`src/rtl/imem_load_if.sv`:
```
// Bus bundle between the instruction-memory load controller and its
// surroundings (boot loader, instruction memory, fetch stage).
//
// Loader side  : ld_valid, ld_ready, ld_data, ld_last, reload
// Fetch side   : fetch_addr, instr_out, core_hold, core_flush
// Memory side  : mem_addr, mem_we, mem_wdata, mem_rdata
// Status       : load_end (byte address one past the program), load_err
//
// slave  : the controller's view
// master : the environment's view (loader, memory, fetch stage)
interface imem_load_if;
    logic        ld_valid;
    logic        ld_ready;
    logic [15:0] ld_data;
    logic        ld_last;
    logic        reload;
    logic [15:0] fetch_addr;
    logic [15:0] mem_rdata;
    logic [15:0] mem_addr;
    logic        mem_we;
    logic [15:0] mem_wdata;
    logic [15:0] instr_out;
    logic        core_hold;
    logic        core_flush;
    logic [15:0] load_end;
    logic        load_err;

    modport slave (
        input  ld_valid, ld_data, ld_last, reload, fetch_addr, mem_rdata,
        output ld_ready, mem_addr, mem_we, mem_wdata, instr_out,
               core_hold, core_flush, load_end, load_err
    );

    modport master (
        output ld_valid, ld_data, ld_last, reload, fetch_addr, mem_rdata,
        input  ld_ready, mem_addr, mem_we, mem_wdata, instr_out,
               core_hold, core_flush, load_end, load_err
    );
endinterface

```
`src/rtl/imem_load_controller.sv`:
```
// Instruction-memory load controller.
//
// After reset the core is held while a loader streams words into
// consecutive instruction slots (address = slot * ADDR_STEP). The final
// word (ld_last) records load_end, flushes the pipeline for one cycle and
// releases the core. In RUN the fetch stage reads the memory directly;
// fetches at or beyond load_end return NOP_WORD. Overfilling the memory
// without ld_last parks the controller in ERROR with load_err set until a
// reload request.
//
// Ports:
//   clk  - system clock, rising edge
//   rst  - synchronous, active-low reset
//   bus  - imem_load_if.slave (loader, memory, fetch and status signals)
module imem_load_controller #(
    parameter int          DEPTH     = 16,
    parameter int          ADDR_STEP = 2,
    parameter logic [15:0] NOP_WORD  = 16'h0000
) (
    input logic        clk,
    input logic        rst,
    imem_load_if.slave bus
);

    localparam int CNT_W = $clog2(DEPTH) + 1;

    typedef enum logic [1:0] {
        BOOT  = 2'd0,
        START = 2'd1,
        RUN   = 2'd2,
        ERROR = 2'd3
    } state_t;

    state_t             state, state_nx;
    logic [CNT_W-1:0]   cnt, cnt_nx;
    logic [15:0]        load_end_q, load_end_nx;
    logic               err_q, err_nx;

    logic [15:0]        boot_addr;
    logic               handshake;
    logic [15:0]        mem_addr_c;
    logic [15:0]        instr_c;
    logic               flush_c;

    // cnt never exceeds DEPTH-1 while in BOOT, so boot_addr stays below
    // DEPTH*ADDR_STEP whenever it drives the memory.
    assign boot_addr = 16'(cnt) * 16'(ADDR_STEP);

    // Registered-state decodes: glitch-free.
    assign bus.ld_ready  = (state == BOOT);
    assign bus.core_hold = (state != RUN);
    assign bus.load_end  = load_end_q;
    assign bus.load_err  = err_q;

    // Write happens in the same cycle as the handshake.
    assign handshake     = bus.ld_valid & bus.ld_ready;
    assign bus.mem_we    = handshake;
    assign bus.mem_wdata = bus.ld_data;

    assign bus.mem_addr   = mem_addr_c;
    assign bus.instr_out  = instr_c;
    assign bus.core_flush = flush_c;

    // NOTE: every signal gets a default before the case so no path leaves
    // one unassigned, which would otherwise infer a latch.
    always_comb begin
        state_nx    = state;
        cnt_nx      = cnt;
        load_end_nx = load_end_q;
        err_nx      = err_q;
        mem_addr_c  = bus.fetch_addr;
        instr_c     = NOP_WORD;
        flush_c     = 1'b0;

        case (state)
            BOOT: begin
                mem_addr_c = boot_addr;
                if (handshake) begin
                    if (bus.ld_last) begin
                        load_end_nx = boot_addr + 16'(ADDR_STEP);
                        cnt_nx      = cnt + CNT_W'(1);
                        state_nx    = START;
                    end else if (cnt == CNT_W'(DEPTH - 1)) begin
                        // Last slot filled but the program is not finished.
                        err_nx   = 1'b1;
                        state_nx = ERROR;
                    end else begin
                        cnt_nx = cnt + CNT_W'(1);
                    end
                end
            end

            START: begin
                flush_c  = 1'b1;
                state_nx = RUN;
            end

            RUN: begin
                if (bus.reload) begin
                    // Reload wins over the fetch: the flushed slot gets a NOP.
                    flush_c     = 1'b1;
                    cnt_nx      = '0;
                    load_end_nx = '0;
                    state_nx    = BOOT;
                end else if (bus.fetch_addr < load_end_q) begin
                    instr_c = bus.mem_rdata;
                end
            end

            ERROR: begin
                if (bus.reload) begin
                    flush_c     = 1'b1;
                    err_nx      = 1'b0;
                    cnt_nx      = '0;
                    load_end_nx = '0;
                    state_nx    = BOOT;
                end
            end

            default: state_nx = BOOT;
        endcase
    end

    // NOTE: state registers use non-blocking assignments so every flop
    // samples the pre-edge values regardless of statement order.
    always_ff @(posedge clk) begin
        if (!rst) begin
            state      <= BOOT;
            cnt        <= '0;
            load_end_q <= '0;
            err_q      <= 1'b0;
        end else begin
            state      <= state_nx;
            cnt        <= cnt_nx;
            load_end_q <= load_end_nx;
            err_q      <= err_nx;
        end
    end

endmodule
```
`src/flat_wrapper.sv`:
```
// flat-port wrapper written by rule: the top's interface ports become plain ports
module imem_load_controller_flat 
#(
    parameter int          DEPTH     = 16,
    parameter int          ADDR_STEP = 2,
    parameter logic [15:0] NOP_WORD  = 16'h0000
)
  (clk, rst, bus_ld_valid, bus_ld_data, bus_ld_last, bus_reload, bus_fetch_addr, bus_mem_rdata, bus_ld_ready, bus_mem_addr, bus_mem_we, bus_mem_wdata, bus_instr_out, bus_core_hold, bus_core_flush, bus_load_end, bus_load_err);
  imem_load_if bus_i ();
  input logic clk;
  input logic rst;
  input wire logic [$bits(bus_i.ld_valid)-1:0] bus_ld_valid;
  input wire logic [$bits(bus_i.ld_data)-1:0] bus_ld_data;
  input wire logic [$bits(bus_i.ld_last)-1:0] bus_ld_last;
  input wire logic [$bits(bus_i.reload)-1:0] bus_reload;
  input wire logic [$bits(bus_i.fetch_addr)-1:0] bus_fetch_addr;
  input wire logic [$bits(bus_i.mem_rdata)-1:0] bus_mem_rdata;
  output wire logic [$bits(bus_i.ld_ready)-1:0] bus_ld_ready;
  output wire logic [$bits(bus_i.mem_addr)-1:0] bus_mem_addr;
  output wire logic [$bits(bus_i.mem_we)-1:0] bus_mem_we;
  output wire logic [$bits(bus_i.mem_wdata)-1:0] bus_mem_wdata;
  output wire logic [$bits(bus_i.instr_out)-1:0] bus_instr_out;
  output wire logic [$bits(bus_i.core_hold)-1:0] bus_core_hold;
  output wire logic [$bits(bus_i.core_flush)-1:0] bus_core_flush;
  output wire logic [$bits(bus_i.load_end)-1:0] bus_load_end;
  output wire logic [$bits(bus_i.load_err)-1:0] bus_load_err;
  assign bus_i.ld_valid = bus_ld_valid;
  assign bus_i.ld_data = bus_ld_data;
  assign bus_i.ld_last = bus_ld_last;
  assign bus_i.reload = bus_reload;
  assign bus_i.fetch_addr = bus_fetch_addr;
  assign bus_i.mem_rdata = bus_mem_rdata;
  assign bus_ld_ready = bus_i.ld_ready;
  assign bus_mem_addr = bus_i.mem_addr;
  assign bus_mem_we = bus_i.mem_we;
  assign bus_mem_wdata = bus_i.mem_wdata;
  assign bus_instr_out = bus_i.instr_out;
  assign bus_core_hold = bus_i.core_hold;
  assign bus_core_flush = bus_i.core_flush;
  assign bus_load_end = bus_i.load_end;
  assign bus_load_err = bus_i.load_err;
  imem_load_controller #(.DEPTH(DEPTH), .ADDR_STEP(ADDR_STEP), .NOP_WORD(NOP_WORD)) u_core (.clk(clk), .rst(rst), .bus(bus_i));
endmodule
```
`config.mk`:
```
export PLATFORM = sky130hd
export DESIGN_NAME = imem_load_controller_flat
export DESIGN_NICKNAME = d
export VERILOG_FILES = /design/src/rtl/imem_load_if.sv /design/src/rtl/imem_load_controller.sv /design/src/flat_wrapper.sv
export SDC_FILE = /design/constraint.sdc
export NUM_CORES = 1
export LEC_CHECK = 0
export BUFFER_PORTS_ARGS = -buffer_cell sky130_fd_sc_hd__clkbuf_2
export CAP_MARGIN = 40
export CELL_PAD_IN_SITES_DETAIL_PLACEMENT = 1
export CELL_PAD_IN_SITES_GLOBAL_PLACEMENT = 2
export CORE_ASPECT_RATIO = 2
export CORE_UTILIZATION = 19
export CTS_CLUSTER_SIZE = 28
export DETAILED_ROUTE_END_ITERATION = 6
export GPL_ROUTABILITY_DRIVEN = 0
export PLACE_DENSITY_LB_ADDON = 0.1
export SYNTH_ARGS = -nofsm -noshare
export SYNTH_HDL_FRONTEND = slang
export SYNTH_SLANG_ARGS = --single-unit
```
`constraint.sdc`:
```
create_clock -name clk -period 2.78 [get_ports clk]
set_input_delay 0.417 -clock clk [delete_from_list [all_inputs] [get_ports clk]]
set_output_delay 0.417 -clock clk [all_outputs]
set_load 0.01 [all_outputs]
```
# Word-level counts from Yosys, hierarchy flattened
# Cells that the tools add are included.
totals:
  register_bits: 24
  output_inout_bits: 69
op_classes:
  add_sub_neg: 2
  magnitude_cmp: 1
  n_eq_ne: 13
  n_mux: 25
  n_bitwise: 1
  reduce_logical: 8
op_table:
  columns: ["cell", "count"]
  rows:
  - ["$mux W16", 7]
  - ["$pmux W16 S2", 1]
  - ["$mux W5", 4]
  - ["$lt A16 B16 Y1", 1]
  - ["$ne A2 B2 Y1 const B", 6]
  - ["$pmux W5 S2", 1]
  - ["$mux W2", 4]
  - ["$reduce_and A4 Y1", 2]
  - ["$add A6 B2 Y7 const B", 1]
  - ["$ne A3 B3 Y1 const B", 2]
  - ["$pmux W2 S3", 1]
  - ["$add A5 B1 Y5 const B", 1]
  - ["$eq A5 B4 Y1 const B", 1]
  - ["$mux W1", 5]
  - ["$reduce_and A5 Y1", 1]
  - ["$eq A2 B2 Y1 const B", 2]
  - ["$pmux W1 S2", 2]
  - ["$reduce_bool A2 Y1", 2]
  - ["$reduce_and A3 Y1", 1]
  - ["$eq A2 B1 Y1 const B", 1]
  - ["$logic_not A2 Y1", 1]
  - ["$ne A2 B1 Y1 const B", 1]
  - ["$reduce_or A2 Y1", 1]
  - ["$and A1 B1 Y1", 1]

# Depth between registers and ports, before layout
depth:
  depth_word: 5
  mapped_depth: 8

# Worst setup path before layout
# OpenSTA, ideal clock, no wires.
synth_timing:
  path_type: "reg-to-output"
  start: "register u_core.load_end_q[5], in the netlist u_core.bus.load_end[5]"
  end: "output port bus_instr_out[10]"
  arrival_ns: 1.616
  t_required_ns: 2.363
  slack_ns: 0.747
  path_stages_with_launch: 8
  path_cell_list: "dfxtp_1 > inv_1 > ha_1 > a21o_1 > nand2_1 > clkbuf_1 > nand3_1 > a21oi_1"
synth_between:
  elab_chain_len: 4
synth_rtl:
  columns: ["element", "line", "text"]
  rows:
  - ["from (decl)", "imem_load_controller.sv:36", "logic [15:0] load_end_q, load_end_nx;"]
  - ["from (signal assigned)", "imem_load_controller.sv:135", "load_end_q <= load_end_nx;"]
  - ["$lt A16 B16 Y1", "imem_load_controller.sv:105", "end else if (bus.fetch_addr < load_end_q) begin"]
  - ["$mux W16", "imem_load_controller.sv:105", null]
  - ["$mux W16", "imem_load_controller.sv:99", "if (bus.reload) begin"]
  - ["$mux W16", "imem_load_controller.sv:75", "case (state)"]
  - ["to (decl)", "flat_wrapper.sv:22", "output wire logic [$bits(bus_i.instr_out)-1:0] bus_instr_out;"]
# No other way between the ends.

# Worst setup path after layout
layout_timing:
  start: "register u_core.load_end_q[5], in the netlist u_core.bus.load_end[5]"
  end: "output port bus_instr_out[3]"
# Same word-level chain as after synthesis.

==> out/qor.yml <==
drv_cap: 0
hold_violations: 0
io_buffers: 79
hp-class: "in2reg"
crit_fanout: 16
rows: 43
drt_pass1_iterations: 4
layout_common_cells: "clkbuf_2, a21oi_1, nand3_1, dfxtp_1, nor2b_1"
synth_edf_count: 0
max_slew_margin: 0.605
worstPathCellList: "inv_1 -> ha_1 -> a21o_1 -> nand2_1 -> nand3_1 -> a21oi_1 -> clkbuf_2"
wirelength_um: 4800
criticalPathCategory: "reg2out"
grt_max_degree: 17
drt.antenna.violating_nets: 0
skew_ns: 0.00212
setup_viol: 0
fin_tns_setup_ns: 0
crit_family: "simple AND/OR/NAND/NOR gates"
tightestPinTransition_ns: 0.592
cts_htree_levels: 1
leakage_nw: 0.894
grt_pass1_vias: 1506
postLayoutCellArea_um2: 1770
crit_path_top_delay_cell: "nand2_1"
insertion_delay_ns: 0.24
grtUsageTotal: 0.130
p_int_w: 0.000474
initial_core_util: 0.197
grt_remaining_overflow: 0
timing.final.max_slew_violations: 0
fp.dieW_um: 62.2
p_comb_frac: 0.260
p_sw_w: 0.000191
fin_util: 0.254
post-route-min-period_ns: 2.36
max_freq_mhz: 424
n_antenna_cell: 0
ys_seq_elements: 14
die_area_um2: 7610
rsz0062_at_grt: "false"
cts_tree: "done"
cts_root_buf: "clkbuf_16"
ir_drop_mv: 0.163
cts-buffers-inserted: 3
pwr-share-clk: 0.409
async_reset_ff_frac: 0
syn_avg_cell_area_um2: 7.69
wire_per_inst_um: 14.7
cp-start-kind: "register"
synthCells: 179
die_y_um: 122
min_period_over_period: 0.849
cts_sinks: 14
dpl.hpwl_um: 3930
vias_per_cell: 4.39
postCtsHoldBufs: 0
path_clk_slew_ns: 0.05
cts-resized-gates: 0
status: "finished, final reports clean"
synth_cell_types: 35
grt_pass1_wl_um: 7760
drc_errors: 0
netlist_area_um2: 1380
clk_path_buf_depth: 2
final_nets: 299
core_area_um2: 6990
end_kind: "output port"
ys_warn_count: 0
power_density_nw_per_um2: 375
cp.required_ns: 2.36
critical_path_buf_inv_count: 2
drive_above_1_share: 0.405
synth_flop_cell: "dfxtp_1"
first_iter_violations: 35
yosysSeqAreaShare: 0.204
fill_cells: 905
num_io_pins: 122
syn2layout_area_growth_pct: 28.9
antenna_found_initial: 0
cp.arrival_ns: 1.94
placed_cell_area_um2: 1700
post_cts_buffers: 0
crit_path_max_incr_delay_ns: 0.40
mostFrequentLayoutCell: "clkbuf_2"
pwr-share-seq: 0.331
vias: 1434
swShare: 0.287
[worst paths after layout]
path	from	end	slack (ns)	cells after the start
worst max-delay path	u_core.bus.load_end[5]$_SDFFE_PN0P_	bus_instr_out[3]	0.42	7
worst min-delay path	rst	u_core.state[1]$_SDFFE_PN0P_	0.44	3
worst max register to register	u_core.cnt[0]$_SDFFE_PN0P_	u_core.cnt[2]$_SDFFE_PN0P_	0.73	7
worst min register to register	u_core.bus.load_end[6]$_SDFFE_PN0P_	u_core.bus.load_end[6]$_SDFFE_PN0P_	0.49	2
[cells by family after synthesis]
kind of cell,after synthesis,share of synthesized area
adder cells (fa/ha/maj),7,0.0636
AO/OA/AOI/OAI,32,0.151
AND/OR/NAND/NOR,64,0.257
multiplexers,14,0.110
buffers and inverters,46,0.205
flip-flops,14,0.204
XOR/XNOR,1,0.00636
other,1,0.00272
[metal layers]
metal,track usage,routed length [um],vias to the layer above
li1,-,-,698
met1,0.128,1790,649
met2,0.263,2660,73
met3,0.0270,277,14
met4,0.0407,80,0
met5,0,0,-
[per-stage QoR]
stage / cells / hold slack, ns / total power [W] / setup slack [ns]
6_report: 327 / 0.444 / 0.000665 / 0.420
2_1_floorplan: 188 / 0.488 / 0.000357 / 0.747
3_5_place_dp: 324 / 0.492 / 0.000401 / 0.515
4_1_cts: 327 / 0.448 / 0.000676 / 0.381
3_3_place_gp: 324 / 0.469 / 0.000401 / 0.525
5_1_grt: 327 / 0.457 / 0.000706 / 0.217
[worst register-to-register path, stage by stage, from the launching register on]
cell and delay (ns):
dfxtp_1 0.35, ha_1 0.24, and3_1 0.19, ha_1 0.20, nor2b_1 0.18, a22oi_4 0.28, mux2_4 0.33, o21a_1 0.16
[state kept, by name, summed over array words and instances (netlist names)]
name and flops:
u_core.bus.load_err 1, u_core.bus.load_end 6, u_core.cnt 5, u_core.state 2
[synthesized netlist by cell type (all sizes together) (2+ instances only)]
| library cell | instances | area (um2) |
|---|---|---|
| nand2b | 4 | 25.0 |
| ha | 7 | 87.6 |
| mux2 | 6 | 71.3 |
| a21oi | 22 | 110 |
| nor4 | 2 | 12.5 |
| a21o | 3 | 22.5 |
| dfxtp | 14 | 280 |
| and4b | 2 | 20.0 |
| nand2 | 6 | 22.5 |
| mux2i | 8 | 80.1 |
| nor3 | 2 | 10.0 |
| inv | 9 | 33.8 |
| clkbuf | 5 | 18.8 |
| nand3b | 2 | 15.0 |
| nor2 | 12 | 52.6 |
| buf | 32 | 230 |
| nor2b | 13 | 81.3 |
| nand3 | 18 | 90.1 |
[power groups by stage]
stage               Combinational, W  Clock, W  Sequential (W)
floorplan                   0.000137         0        0.000220
global placement            0.000177         0        0.000224
detailed placement          0.000177         0        0.000224
CTS                         0.000177  0.000278        0.000221
global route                0.000193  0.000292        0.000222
finish                      0.000173  0.000272        0.000220
[layout make-up]
type,instances,area (um2),area share
Tap cell,90,113,0.0635
Timing Repair Buffer,83,425,0.240
Multi-Input combinational cell,128,847,0.477
Sequential cell,14,280,0.158
Inverter,9,33.8,0.0190
Clock buffer,3,75.1,0.0423
No activity file was read; power rests on OpenSTA's default activity.
